## config.mk

```make
export PLATFORM = sky130hd
export DESIGN_NAME = mole_hit_judge_flat
export DESIGN_NICKNAME = d
export VERILOG_FILES = /design/src/rtl/mole_hit_judge_if.sv /design/src/rtl/mole_hit_judge.sv /design/src/flat_wrapper.sv
export SDC_FILE = /design/constraint.sdc
export NUM_CORES = 1
export LEC_CHECK = 0
export ABC_AREA = 1
export CORE_AREA = 2 2 71 101
export CTS_CLUSTER_DIAMETER = 40
export DETAILED_ROUTE_END_ITERATION = 10
export DIE_AREA = 0 0 73 103
export PLACE_DENSITY = 0.8
export SLEW_MARGIN = 0
export SYNTH_ARGS = -nofsm -noshare
export SYNTH_HDL_FRONTEND = slang
export SYNTH_SLANG_ARGS = --single-unit
```

## constraint.sdc

```tcl
create_clock -name clk -period 1.6 [get_ports clk]
set_clock_uncertainty 0.2 [all_clocks]
set_input_delay 0.16 -clock clk [delete_from_list [all_inputs] [get_ports clk]]
set_output_delay 0.16 -clock clk [all_outputs]
set_load 0.01 [all_outputs]
```

## src/rtl/mole_hit_judge_if.sv

```systemverilog
// Keypad-press and judgement bus between the keypad side, the hit judge and the mole generator.
`timescale 1ns/1ps
interface mole_hit_judge_if #(
    parameter int NUM_HOLES = 9,
    parameter int CNT_W     = 8
);
    logic                 valid_key;
    logic [3:0]           key;
    logic [NUM_HOLES-1:0] mole_active;
    logic                 game_en;
    logic                 score_clr;
    logic                 hit;
    logic                 miss;
    logic [3:0]           hit_pos;
    logic [NUM_HOLES-1:0] mole_clear;
    logic [CNT_W-1:0]     score;
    logic [CNT_W-1:0]     misses;
    logic                 busy;

    modport master (
        output valid_key, key, mole_active, game_en, score_clr,
        input  hit, miss, hit_pos, mole_clear, score, misses, busy
    );

    modport slave (
        input  valid_key, key, mole_active, game_en, score_clr,
        output hit, miss, hit_pos, mole_clear, score, misses, busy
    );
endinterface

```

## src/rtl/mole_hit_judge.sv

```systemverilog
// Whac-A-Mole press judge: synchronises keypad presses, scores hit/miss, then locks out re-presses.
// Optional MOLE_SCORE_BCD_EN turns score/misses into 2-digit packed BCD counters saturating at 99.
`timescale 1ns/1ps
module mole_hit_judge #(
    parameter int NUM_HOLES      = 9,
    parameter int CNT_W          = 8,
    parameter int LOCKOUT_CYCLES = 50000
) (
    input logic              clk,
    input logic              reset,
    mole_hit_judge_if.slave  bus
);
    localparam int LOCK_W = (LOCKOUT_CYCLES > 1) ? $clog2(LOCKOUT_CYCLES) : 1;
    localparam logic [LOCK_W-1:0]    LOCK_LOAD = LOCK_W'(LOCKOUT_CYCLES - 1);
    localparam logic [3:0]           KEY_LIMIT = 4'(NUM_HOLES);
    localparam logic [NUM_HOLES-1:0] ONE_HOT0  = NUM_HOLES'(1);

    typedef enum logic [2:0] {
        IDLE    = 3'd0,
        CAPTURE = 3'd1,
        JUDGE   = 3'd2,
        LOCKOUT = 3'd3,
        RELEASE = 3'd4
    } state_t;

    state_t               state, state_d;
    logic                 s1, s2, s3;
    logic                 rise;
    logic [3:0]           key_q;
    logic [LOCK_W-1:0]    lock_cnt, lock_cnt_d;
    logic                 hit_d, miss_d, key_ld, pos_ld, score_inc, miss_inc;
    logic [NUM_HOLES-1:0] clear_d;

    function automatic logic [CNT_W-1:0] sat_inc(input logic [CNT_W-1:0] v);
`ifdef MOLE_SCORE_BCD_EN
        if (v == 8'h99)
            return v;
        else if (v[3:0] == 4'h9)
            return {v[7:4] + 4'h1, 4'h0};
        else
            return {v[7:4], v[3:0] + 4'h1};
`else
        if (&v)
            return v;
        else
            return v + CNT_W'(1);
`endif
    endfunction

    assign rise     = s2 & ~s3;
    assign bus.busy = (state != IDLE);

    always_comb begin
        state_d    = state;
        lock_cnt_d = lock_cnt;
        hit_d      = 1'b0;
        miss_d     = 1'b0;
        clear_d    = '0;
        key_ld     = 1'b0;
        pos_ld     = 1'b0;
        score_inc  = 1'b0;
        miss_inc   = 1'b0;
        case (state)
            IDLE: begin
                if (rise)
                    state_d = bus.game_en ? CAPTURE : RELEASE;
            end
            CAPTURE: begin
                key_ld  = 1'b1;
                state_d = (bus.key >= KEY_LIMIT) ? RELEASE : JUDGE;
            end
            JUDGE: begin
                pos_ld = 1'b1;
                if (bus.mole_active[key_q]) begin
                    hit_d     = 1'b1;
                    clear_d   = ONE_HOT0 << key_q;
                    score_inc = 1'b1;
                end else begin
                    miss_d   = 1'b1;
                    miss_inc = 1'b1;
                end
                lock_cnt_d = LOCK_LOAD;
                state_d    = LOCKOUT;
            end
            LOCKOUT: begin
                // The synchroniser keeps running here so RELEASE sees the live key level.
                if (lock_cnt == '0)
                    state_d = RELEASE;
                else
                    lock_cnt_d = lock_cnt - LOCK_W'(1);
            end
            RELEASE: begin
                if (!s2)
                    state_d = IDLE;
            end
            default: state_d = IDLE;
        endcase
    end

    always_ff @(posedge clk or negedge reset) begin
        if (!reset) begin
            state          <= IDLE;
            s1             <= 1'b0;
            s2             <= 1'b0;
            s3             <= 1'b0;
            key_q          <= '0;
            lock_cnt       <= '0;
            bus.hit        <= 1'b0;
            bus.miss       <= 1'b0;
            bus.mole_clear <= '0;
            bus.hit_pos    <= '0;
        end else begin
            state          <= state_d;
            s1             <= bus.valid_key;
            s2             <= s1;
            s3             <= s2;
            lock_cnt       <= lock_cnt_d;
            bus.hit        <= hit_d;
            bus.miss       <= miss_d;
            bus.mole_clear <= clear_d;
            if (key_ld)
                key_q <= bus.key;
            if (pos_ld)
                bus.hit_pos <= key_q;
        end
    end

    // Clear has priority over a coincident judgement increment.
    always_ff @(posedge clk or negedge reset) begin
        if (!reset) begin
            bus.score  <= '0;
            bus.misses <= '0;
        end else if (bus.score_clr) begin
            bus.score  <= '0;
            bus.misses <= '0;
        end else begin
            if (score_inc)
                bus.score <= sat_inc(bus.score);
            if (miss_inc)
                bus.misses <= sat_inc(bus.misses);
        end
    end
endmodule

```

## src/flat_wrapper.sv

```systemverilog
// flat-port wrapper written by rule: the top's interface ports become plain ports
module mole_hit_judge_flat 
#(
    parameter int NUM_HOLES      = 9,
    parameter int CNT_W          = 8,
    parameter int LOCKOUT_CYCLES = 50000
)
  (clk, reset, bus_valid_key, bus_key, bus_mole_active, bus_game_en, bus_score_clr, bus_hit, bus_miss, bus_hit_pos, bus_mole_clear, bus_score, bus_misses, bus_busy);
  mole_hit_judge_if #(.NUM_HOLES(NUM_HOLES), .CNT_W(CNT_W)) bus_i ();
  input logic clk;
  input logic reset;
  input wire logic [$bits(bus_i.valid_key)-1:0] bus_valid_key;
  input wire logic [$bits(bus_i.key)-1:0] bus_key;
  input wire logic [$bits(bus_i.mole_active)-1:0] bus_mole_active;
  input wire logic [$bits(bus_i.game_en)-1:0] bus_game_en;
  input wire logic [$bits(bus_i.score_clr)-1:0] bus_score_clr;
  output wire logic [$bits(bus_i.hit)-1:0] bus_hit;
  output wire logic [$bits(bus_i.miss)-1:0] bus_miss;
  output wire logic [$bits(bus_i.hit_pos)-1:0] bus_hit_pos;
  output wire logic [$bits(bus_i.mole_clear)-1:0] bus_mole_clear;
  output wire logic [$bits(bus_i.score)-1:0] bus_score;
  output wire logic [$bits(bus_i.misses)-1:0] bus_misses;
  output wire logic [$bits(bus_i.busy)-1:0] bus_busy;
  assign bus_i.valid_key = bus_valid_key;
  assign bus_i.key = bus_key;
  assign bus_i.mole_active = bus_mole_active;
  assign bus_i.game_en = bus_game_en;
  assign bus_i.score_clr = bus_score_clr;
  assign bus_hit = bus_i.hit;
  assign bus_miss = bus_i.miss;
  assign bus_hit_pos = bus_i.hit_pos;
  assign bus_mole_clear = bus_i.mole_clear;
  assign bus_score = bus_i.score;
  assign bus_misses = bus_i.misses;
  assign bus_busy = bus_i.busy;
  mole_hit_judge #(.NUM_HOLES(NUM_HOLES), .CNT_W(CNT_W), .LOCKOUT_CYCLES(LOCKOUT_CYCLES)) u_core (.clk(clk), .reset(reset), .bus(bus_i));
endmodule
```

==> out/results.ini <==
[detailed_routing]
ant_nets=0
viasPerCell=5.629
wl_mm=11.06
drcViolationCount=0
drtPass1Iterations=5
first_iter_violations=350
vias=3479
routedWlPerCell_microns=17.89

[floorplan]
core_area_sq_um=6711
die_h_microns=103
placementRows=36
die_x_microns=73
dieArea_sq_um=7519
io_pins=50
start_util_pct=46.22

[final_layout]
seq_area_sq_um=1434
layout_common_cells=buf_4, nand2_1, dfrtp_1
layout-drive-gt1-share_pct=41.70
final_cell_area_sq_um=5104
area_growth_pct=64.54
fillers=395
nets=560
final_common_cell=buf_4
multi_input_area_sq_um=1956
antenna_cells=0

[logic_synthesis]
yosys_warnings=0
synthCells=389
syn_avg_cell_area_sq_um=7.974
syn_area_sq_um=3102
synth-seq-cells=57
synthDistinctLibCells=35
ys_seq_area_share_pct=45.99
synth_nets=410

[cts]
clockBufferDepth=2
htree_num_levels=3
cts_root_buffer=clkbuf_8
clock_latency_ns=0.36
numCtsBuffers=9
cts_sinks=57
cts_tree=yes
cts.reportedPaths.clkPinSlew_ns=0.06

[placed_design]
gp_congestion=0.8654
numPortBuffers=49
hpwl_mm=6.053
dpl-instance-area_sq_um=4141

[setup_path]
end_kind=register
crit_type=reg2reg
r2r_slack_ns=-0.25
critPathLaunchType=register
crit_arrival_ns=1.90
required_ns=1.65
crit_fanout=6

[flow_run]
drv_cap=0

[sta]
setup_violations=42
slew_headroom_pct=69.08
final_hold_viol_count=0
fin_ws_ns=-0.2490
timing.fmax_mhz=540.8
rsz0062_at_grt=yes
slew_viol_final=0
tightest_slew_ns=0.4598
fin_crit_sh_pct=115.6
whs_ns=0.03544
period_minus_slack_ns=1.849

[hold_path]
hp-class=in2async

[outcome]
violations=negative setup slack
status=finished with violations

[pwr]
p_leak_nw=2.645
peakVddDrop_v=0.0007029
power.density_nw_per_um2=1339

[global_routing]
use_met3_pct=6.256
grt_pass1_wl_mm=14.90
grt_max_degree=46
gr-usage-met2_pct=46.71
grtUsageTotal_pct=26.37
grt_pass1_vias=3259
globalRoute.totalOverflow=0
busiest_layer=met2
antenna_found_initial=0
use_met1_pct=28.71

[Yosys cell counts, drive strengths merged]
master  number  area, sq um
nand3       41        210.2
nor3b        5        37.54
buf          6        50.04
dfrtp       57         1426
inv         43        163.9
nor3         8        61.31
clkinv       1        8.760
o22ai        1        6.260
o211ai       2        15.01
xor2        12        105.1
o21ai       27        135.1
a21oi        3        18.77
o21bai       1        7.510
nand2      105        449.2
ha           3        37.54
nand4       12        75.07
nor2        58        259.0
o31ai        1        7.510
clkbuf       2        7.510
nand3b       1        20.02
[worst max-delay path, stage by stage (launching register included)]
cell	delay, ns
dfrtp_1	0.40
nor2_1	0.20
nand3_1	0.16
nand3b_4	0.23
nand2_8	0.13
buf_6	0.11
o211ai_1	0.11
o21ai_1	0.20
[routing by layer]
layer | part of all wire [%] | vias to the layer above
met5 | 0 | -
met4 | 5.0 | 0
met3 | 5.4 | 58
met2 | 51 | 171
met1 | 38 | 1690
li1 | - | 1560
[stage by stage]
stage	utilization (%)	cells	worst slack, ns	TNS (ns)	power [mW]
2_1_floorplan	-	389	-0.09418	-1.018	3.373
3_3_place_gp	61.71	567	-0.2767	-6.355	4.378
5_1_grt	76.04	618	-0.3328	-7.850	7.167
3_5_place_dp	61.71	567	-0.3172	-7.485	4.484
6_report	76.04	618	-0.2490	-4.670	6.831
4_1_cts	68.62	599	-0.1124	-1.976	5.998
[flip-flops by register name (all words and copies together) (netlist names)]
signal / flops
u_core.bus.mole_clear: 9
u_core.bus.hit_pos: 4
u_core.key_q: 4
u_core.bus.hit: 1
u_core.s3: 1
u_core.lock_cnt: 16
u_core.s1: 1
u_core.state: 3
u_core.bus.score: 8
u_core.s2: 1
u_core.bus.miss: 1
u_core.bus.misses: 8
[area by class of cell]
class | instances | share of cell area, %
tap | 76 | 1.863
multi-input combinational | 284 | 38.32
inverter | 44 | 3.530
clock buffer | 14 | 3.187
timing repair buffer | 143 | 25.01
sequential | 57 | 28.10
[logic make-up after synthesis]
logic type,Yosys count,share of synthesized area (%)
buf+inv,52,7.422
simple gates,230,35.86
fa+ha+maj,3,1.210
xor+xnor,12,3.388
flops,57,45.99
compound gates,35,6.132
[report_power, final]
group          internal [mW]  switching [mW]  leakage (nW)
logic                   1.57            1.99          1.83
registers               1.74           0.320         0.733
clock network          0.631           0.571        0.0826
total                   3.95            2.88          2.65
[worst paths after layout]
kind / depth (start not counted) / endpoint / from
worst min-delay path: 2 / u_core.lock_cnt[8] / reset
min in group clk: 1 / u_core.s1 / bus_valid_key
max in group asynchronous: 3 / u_core.bus.misses[6] / reset
worst min register to register: 0 / u_core.s2 / u_core.s1
worst max register to register: 7 / u_core.state[2] / u_core.lock_cnt[13]
worst max-delay path: 7 / u_core.state[2] / u_core.lock_cnt[13]
[repair_timing]
action                                 in CTS  in global routing
hold buffers                                1                  0
setup endpoints to repair                  66                 49
pin swaps                                  17                 29
setup buffers                              15                 18
endpoints found under the hold margin      57                  0
cloned                                      2                  2
resized for setup                          71                 88
Power figures use the tool's default switching activity.
